File: config.mk
export PLATFORM = sky130hd
export DESIGN_NAME = jtdsp16_loader_flat
export DESIGN_NICKNAME = d
export VERILOG_FILES = /design/src/rtl/jtdsp16_loader_pkg.sv /design/src/rtl/jtdsp16_loader_if.sv /design/src/rtl/jtdsp16_loader.sv /design/src/flat_wrapper.sv
export SDC_FILE = /design/constraint.sdc
export NUM_CORES = 1
export LEC_CHECK = 0
export BUFFER_PORTS_ARGS = -buffer_cell sky130_fd_sc_hd__clkbuf_2
export CAP_MARGIN = 20
export CORE_ASPECT_RATIO = 1.2
export CORE_MARGIN = 1.5
export CORE_UTILIZATION = 31
export CTS_BUF_LIST = sky130_fd_sc_hd__clkbuf_4 sky130_fd_sc_hd__clkbuf_8
export CTS_CLUSTER_DIAMETER = 50
export DETAILED_ROUTE_END_ITERATION = 7
export PLACE_DENSITY = 0.57
export SLEW_MARGIN = 20
export SYNTH_ARGS = -nofsm -noshare
export SYNTH_HDL_FRONTEND = slang
export SYNTH_SLANG_ARGS = --single-unit
File: constraint.sdc
create_clock -name clk -period 1.84 [get_ports clk]
set_input_delay 0 -clock clk [delete_from_list [all_inputs] [get_ports clk]]
set_output_delay 0 -clock clk [all_outputs]
set_load 0.01 [all_outputs]
File: src/rtl/jtdsp16_loader_pkg.sv
// Shared jtdsp16 definitions: loader state encoding and default ROM geometry,
// also used to size the DSP16 ROM address.
package jtdsp16_loader_pkg;

    typedef enum logic [1:0] {
        IDLE = 2'd0,
        LOAD = 2'd1,
        HOLD = 2'd2,
        RUN  = 2'd3
    } state_t;

    localparam int ROM_BYTES_DEF = 8192;
    localparam int AW_DEF        = 13;

endpackage

File: src/rtl/jtdsp16_loader_if.sv
// Firmware download byte stream: the download logic is the master, the loader
// the slave.
interface jtdsp16_loader_if;

    logic [7:0] dl_data;
    logic       dl_valid;
    logic       dl_ready;

    modport master (output dl_data, output dl_valid, input dl_ready);
    modport slave  (input dl_data, input dl_valid, output dl_ready);

endinterface

File: src/rtl/jtdsp16_loader.sv
// DSP16 boot sequencer: writes the firmware stream into the core ROM, then
// releases the core reset. Optional trailer checksum: JTDSP16_LOADER_CHECKSUM_EN.
module jtdsp16_loader
    import jtdsp16_loader_pkg::*;
#(
    parameter int ROM_BYTES = ROM_BYTES_DEF,
    parameter int AW        = AW_DEF,
    parameter int HOLD_CEN  = 16
) (
    input  logic               clk,
    input  logic               rst,
    input  logic               cen,
    input  logic               start,
    jtdsp16_loader_if.slave    dl,
    output logic [AW-1:0]      prog_addr,
    output logic [7:0]         prog_data,
    output logic               prog_we,
    output logic               dsp_rst,
    output logic               busy,
    output logic               done,
    output logic               err
);

    localparam int            HW        = $clog2(HOLD_CEN + 1);
    localparam logic [AW-1:0] LAST      = AW'(ROM_BYTES - 1);
    localparam logic [HW-1:0] HOLD_LAST = HW'(HOLD_CEN - 1);

    state_t        state, state_nx;
    logic [AW-1:0] cnt;
    logic [HW-1:0] hold_cnt;
    logic          xfer, data_xfer, last, restart, hold_end;

    assign dl.dl_ready = (state == LOAD);
    assign xfer        = dl.dl_valid && dl.dl_ready;
    assign last        = (cnt == LAST);
    assign restart     = start && (state == IDLE || state == RUN);
    assign hold_end    = cen && (hold_cnt == HOLD_LAST);

    assign dsp_rst = (state != RUN);
    assign busy    = (state == LOAD) || (state == HOLD);
    assign done    = (state == RUN);

`ifdef JTDSP16_LOADER_CHECKSUM_EN
    logic [7:0] sum, sum_nx;
    logic       trailer, sum_ok;

    // Once all data bytes are in, the next accepted byte is the trailer.
    assign sum_nx    = sum + dl.dl_data;
    assign sum_ok    = (sum_nx == 8'd0);
    assign data_xfer = xfer && !trailer;

    always_ff @(posedge clk or posedge rst) begin
        if (rst) begin
            sum     <= '0;
            trailer <= 1'b0;
            err     <= 1'b0;
        end else if (restart) begin
            sum     <= '0;
            trailer <= 1'b0;
            err     <= 1'b0;
        end else if (xfer) begin
            if (trailer) begin
                trailer <= 1'b0;
                err     <= !sum_ok;
            end else begin
                sum <= sum_nx;
                if (last) trailer <= 1'b1;
            end
        end
    end
`else
    assign data_xfer = xfer;
    assign err       = 1'b0;
`endif

    always_ff @(posedge clk or posedge rst) begin
        if (rst) state <= IDLE;
        else     state <= state_nx;
    end

    always_comb begin
        state_nx = state;
        case (state)
            IDLE: if (start) state_nx = LOAD;
            LOAD: begin
`ifdef JTDSP16_LOADER_CHECKSUM_EN
                if (xfer && trailer) state_nx = sum_ok ? HOLD : IDLE;
`else
                if (xfer && last) state_nx = HOLD;
`endif
            end
            HOLD: if (hold_end) state_nx = RUN;
            RUN:  if (start) state_nx = LOAD;
        endcase
    end

    // Write stage: one registered ROM write per accepted data byte.
    // The counter wraps after the last byte, but LOAD is left at that point.
    always_ff @(posedge clk or posedge rst) begin
        if (rst) begin
            cnt       <= '0;
            hold_cnt  <= '0;
            prog_we   <= 1'b0;
            prog_addr <= '0;
            prog_data <= '0;
        end else begin
            prog_we <= data_xfer;
            if (restart) begin
                cnt      <= '0;
                hold_cnt <= '0;
            end else if (data_xfer) begin
                prog_addr <= cnt;
                prog_data <= dl.dl_data;
                cnt       <= cnt + AW'(1);
            end
            if (state == HOLD && cen) hold_cnt <= hold_cnt + HW'(1);
        end
    end

endmodule
File: src/flat_wrapper.sv
// flat-port wrapper written by rule: the top's interface ports become plain ports
module jtdsp16_loader_flat import jtdsp16_loader_pkg::*;
#(
    parameter int ROM_BYTES = ROM_BYTES_DEF,
    parameter int AW        = AW_DEF,
    parameter int HOLD_CEN  = 16
)
  (clk, rst, cen, start, prog_addr, prog_data, prog_we, dsp_rst, busy, done, err, dl_dl_data, dl_dl_valid, dl_dl_ready);
  jtdsp16_loader_if dl_i ();
  input  logic clk;
  input  logic rst;
  input  logic cen;
  input  logic start;
  output logic [AW-1:0] prog_addr;
  output logic [7:0] prog_data;
  output logic prog_we;
  output logic dsp_rst;
  output logic busy;
  output logic done;
  output logic err;
  input wire logic [$bits(dl_i.dl_data)-1:0] dl_dl_data;
  input wire logic [$bits(dl_i.dl_valid)-1:0] dl_dl_valid;
  output wire logic [$bits(dl_i.dl_ready)-1:0] dl_dl_ready;
  assign dl_i.dl_data = dl_dl_data;
  assign dl_i.dl_valid = dl_dl_valid;
  assign dl_dl_ready = dl_i.dl_ready;
  jtdsp16_loader #(.ROM_BYTES(ROM_BYTES), .AW(AW), .HOLD_CEN(HOLD_CEN)) u_core (.clk(clk), .rst(rst), .cen(cen), .start(start), .dl(dl_i), .prog_addr(prog_addr), .prog_data(prog_data), .prog_we(prog_we), .dsp_rst(dsp_rst), .busy(busy), .done(done), .err(err));
endmodule
==> flow_summary_export.csv <==
group,metric,value,unit
critical_path,crit_required,2010,ps
cells_and_area,stdcell_area,2404,um2
global_route,grt_overflow,0,
cells_and_area,multi_input_area,787.0,um2
power,irDropWorstVdd,0.5407,mV
sta,timing.final.crit_period,1768,ps
sta,report.final.hold_viol_count,0,
synthesis,yosys.area.top_type_share,55.78,%
min_path,holdPathEnd,"u_core.hold_cnt[2]",
detailed_routing,drc,0,
synthesis,synth_edf_count,0,
cts,clkSinkCount,42,
synthesis,most_repeated_cell_in_the_gate_level_netlist_after_synthesis,"sky130_fd_sc_hd__dfrtp_1",
sta,postLayoutSetupSlackWorst,71.89,ps
sta,final-max-slew-violation-count,0,
sta,timing_worst_slew_pin_value,524.4,ps
detailed_routing,vias,1304,
cts,cts_made_buffers,5,
floorplanning,die_height,88.41,um
cells_and_area,number_of_diodes_added_for_antenna_fixing,0,
synthesis,seq_area_frac_synth,55.78,%
floorplanning,initial_core_util,32.81,%
placed_design,dp_hpwl,2453,um
min_path,worst_hold_path_type,"in -> reg",
detailed_routing,wl_final,3334,um
global_route,grt_antenna_before_repair,0,
cts,clock_tree_buf_depth,2,
synthesis,synthTopCellsByArea,"sky130_fd_sc_hd__dfrtp_1, sky130_fd_sc_hd__mux2_2, sky130_fd_sc_hd__ha_1, sky130_fd_sc_hd__xnor2_1, sky130_fd_sc_hd__nor2_1",
job,timing.max_cap.violations,0,
global_route,grt_pass1_wl,5747,um
cells_and_area,design.final.nets,234,
outcome,run_status,"finished, final reports clean",
synthesis,yosys.area.top_type,"sky130_fd_sc_hd__dfrtp_1",
critical_path,largest_fanout_on_the_critical_path,16,
cells_and_area,num-fill-cells,579,
sta,finalSetupViolations,0,
floorplanning,floorplan.io_pins,40,
cells_and_area,register_area,1051,um2
detailed_routing,drt-initial-drc-count,96,
floorplanning,core,5743,um2
cts,cts_setup_buffers,0,
critical_path,setup.worst_path.start_class,"flip-flop",
placed_design,post_dp_cell_area,2216,um2
synthesis,synthFlopType,"sky130_fd_sc_hd__dfrtp_1",
critical_path,path_class,"reg -> reg",
critical_path,regToRegStartpoint,"u_core.state[0]",
synthesis,avgSynthCellArea,11.93,um2
synthesis,synth_common_cells,"sky130_fd_sc_hd__dfrtp_1, sky130_fd_sc_hd__mux2_2, sky130_fd_sc_hd__nor2_1",
sta,achievable_clock_frequency,565.6,MHz
synthesis,syn_inst,158,
sta,skew,3.881,ps
detailed_routing,first_pass_iters,4,
cts,clk_pin_slew_worst_paths,70,ps
sta,unrepaired_setup_endpoints_after_global_routing,"yes",
synthesis,synth_seq_cells,42,
sta,layout_worst_path_cycle_share,96.09,%
critical_path,crit_path_end_kind,"flip-flop",
placed_design,port-buffer-count,38,
critical_path,r2r_slack,70,ps
synthesis,synthesis.yosys.warnings,0,
global_route,maximum_number_of_pins_on_one_net_before_global_route_repair,43,
detailed_routing,route.antenna.remaining_nets,0,
floorplanning,die_width,74.17,um
critical_path,cp_slowest_cell,"sky130_fd_sc_hd__dfrtp_1",
critical_path,worst_r2r_path_depth,6,
detailed_routing,detail_route.wl_per_cell,11.38,um
critical_path,slowest_delay,400,ps
placed_design,dp_slack,43.54,ps
power,leakage_power,0.001165,uW
power,power_density,1189,nW/um2
synthesis,number_of_distinct_standard_cells_referenced_by_the_synthesized_netlist,30,
cts,cts_tree,"yes",
detailed_routing,detail_route.vias_per_cell,4.451,
min_path,hold_start,"cen",
global_route,first_global_vias,1280,
placed_design,finalWeightedCongestion,0.6770,
cells_and_area,final_layout_size_suffix_gt1_share,36.62,%
cts,clk_latency,280,ps
cts,htree_levels,2,
cells_and_area,area_growth_syn_to_layout,27.56,%
floorplanning,row_count,30,
critical_path,worst-endpoint-arrival,1940,ps
cts,cts_root_buffer,"sky130_fd_sc_hd__clkbuf_8",
synthesis,synth-async-reset-ratio,100.0,%
critical_path,rr_endpoint,"u_core.prog_data[1]",
critical_path,critical_path.cell_chain,"inv_1 > ha_1 > and2_1 > nor2_4 > buf_12 > mux2_2",
floorplanning,fp.dieArea,6557,um2
synthesis,post_synth_instance_area,1884,um2
sta,slew_headroom,65.04,%
synthesis,synth_nets,178,
global_route,grt.total_usage,11.37,%
min_path,hold_depth,3,
==> through the flow <==
| stage | setup TNS [ps] | std cells | utilization, % | hold slack [ps] | power, uW |
|---|---|---|---|---|---|
| final | 0 | 293 | 41.85 | 36.87 | 2858 |
| after global placement | 0 | 278 | 38.58 | 146.1 | 2286 |
| after floorplan | -255.2 | 158 | - | 147.1 | 1886 |
| after global routing | -49.11 | 293 | 41.85 | 53.22 | 3076 |
| after CTS | 0 | 293 | 41.59 | 28.44 | 2898 |
| after detailed placement | 0 | 278 | 38.58 | 151.4 | 2301 |
==> what timing repair did <==
action                                  in CTS  in global routing
gates resized for setup                      0                  4
hold buffers                                 9                  0
endpoints found under the setup margin       0                 28
hold endpoints to repair                    50                  0
==> worst max-delay path, delay by kind of cell, from the launching register on <==
kind,cells,cell delay (ps)
buffers and inverters,2,240
flip-flops,1,400
adder cells (fa/ha/maj),1,330
multiplexers,1,340
AND/OR/NAND/NOR,2,340
==> area by class of cell <==
type,instances,area share [%]
flip-flops and latches,42,43.73
clock buffers,6,3.436
repair buffers,54,14.52
multi-input cells,102,32.74
well taps,80,4.164
inverters,9,1.406
==> registers in the layout, indices dropped and copies added, names as in the netlist <==
name / flops
u_core.cnt: 13
u_core.prog_data: 8
u_core.prog_we: 1
u_core.state: 2
u_core.prog_addr: 13
u_core.hold_cnt: 5
==> cells by family (layout without fill, tap and decap cells) <==
kind of cell    after synthesis  count (layout)  share of synthesized area, %
flops                        42              42                         55.78
other cells                   1               1                        0.1990
mux                          24              24                         14.21
xor+xnor                     11              11                         5.113
compound gates               12              12                         4.184
simple gates                 47              47                         12.68
fa+ha+maj                     7               7                         4.648
buf+inv                      14              69                         3.187
==> worst max path at each step <==
stage | start | to | slack [ps] | depth (start not counted)
after floorplan | u_core.state[0] | u_core.prog_addr[2] | -10 | 7
after global placement | u_core.state[1] | u_core.state[1] | 70 | 6
after detailed placement | u_core.state[1] | u_core.prog_data[1] | 40 | 6
after CTS | u_core.state[1] | u_core.prog_data[1] | 30 | 6
after global routing | u_core.state[1] | u_core.state[0] | -30 | 6
final | u_core.state[0] | u_core.prog_data[1] | 70 | 6
==> cells in the final DEF, fill, tap and decap left out, types with 2 or more instances in the layout <==
cell type / n
sky130_fd_sc_hd__dfrtp_1: 42
sky130_fd_sc_hd__clkbuf_2: 38
sky130_fd_sc_hd__mux2_2: 20
sky130_fd_sc_hd__nor2_1: 14
sky130_fd_sc_hd__nand2_1: 11
sky130_fd_sc_hd__inv_1: 9
sky130_fd_sc_hd__dlygate4sd3_1: 9
sky130_fd_sc_hd__xnor2_1: 8
sky130_fd_sc_hd__o21ai_0: 6
sky130_fd_sc_hd__ha_1: 6
sky130_fd_sc_hd__clkbuf_8: 6
sky130_fd_sc_hd__nand3_1: 5
sky130_fd_sc_hd__buf_4: 5
sky130_fd_sc_hd__nor3_1: 4
sky130_fd_sc_hd__xor2_1: 3
sky130_fd_sc_hd__nand4_1: 3
sky130_fd_sc_hd__a21oi_1: 2
sky130_fd_sc_hd__nor4_1: 2
sky130_fd_sc_hd__mux2i_1: 2
sky130_fd_sc_hd__mux2_1: 2
==> per-layer routing <==
layer / GRT usage (%) / vias to the layer above / routed length, um
met5: 0 / - / 0
met4: 3.535 / 0 / 39
met3: 2.847 / 5 / 139
met2: 17.78 / 31 / 1672
met1: 15.47 / 619 / 1482
li1: - / 649 / -
==> where the power goes <==
part	switching, uW	total [uW]	internal, uW
clock network	268	557	289
registers	112	1220	1110
logic	553	1080	528
total	933	2860	1920
Power figures use the tool's default switching activity.
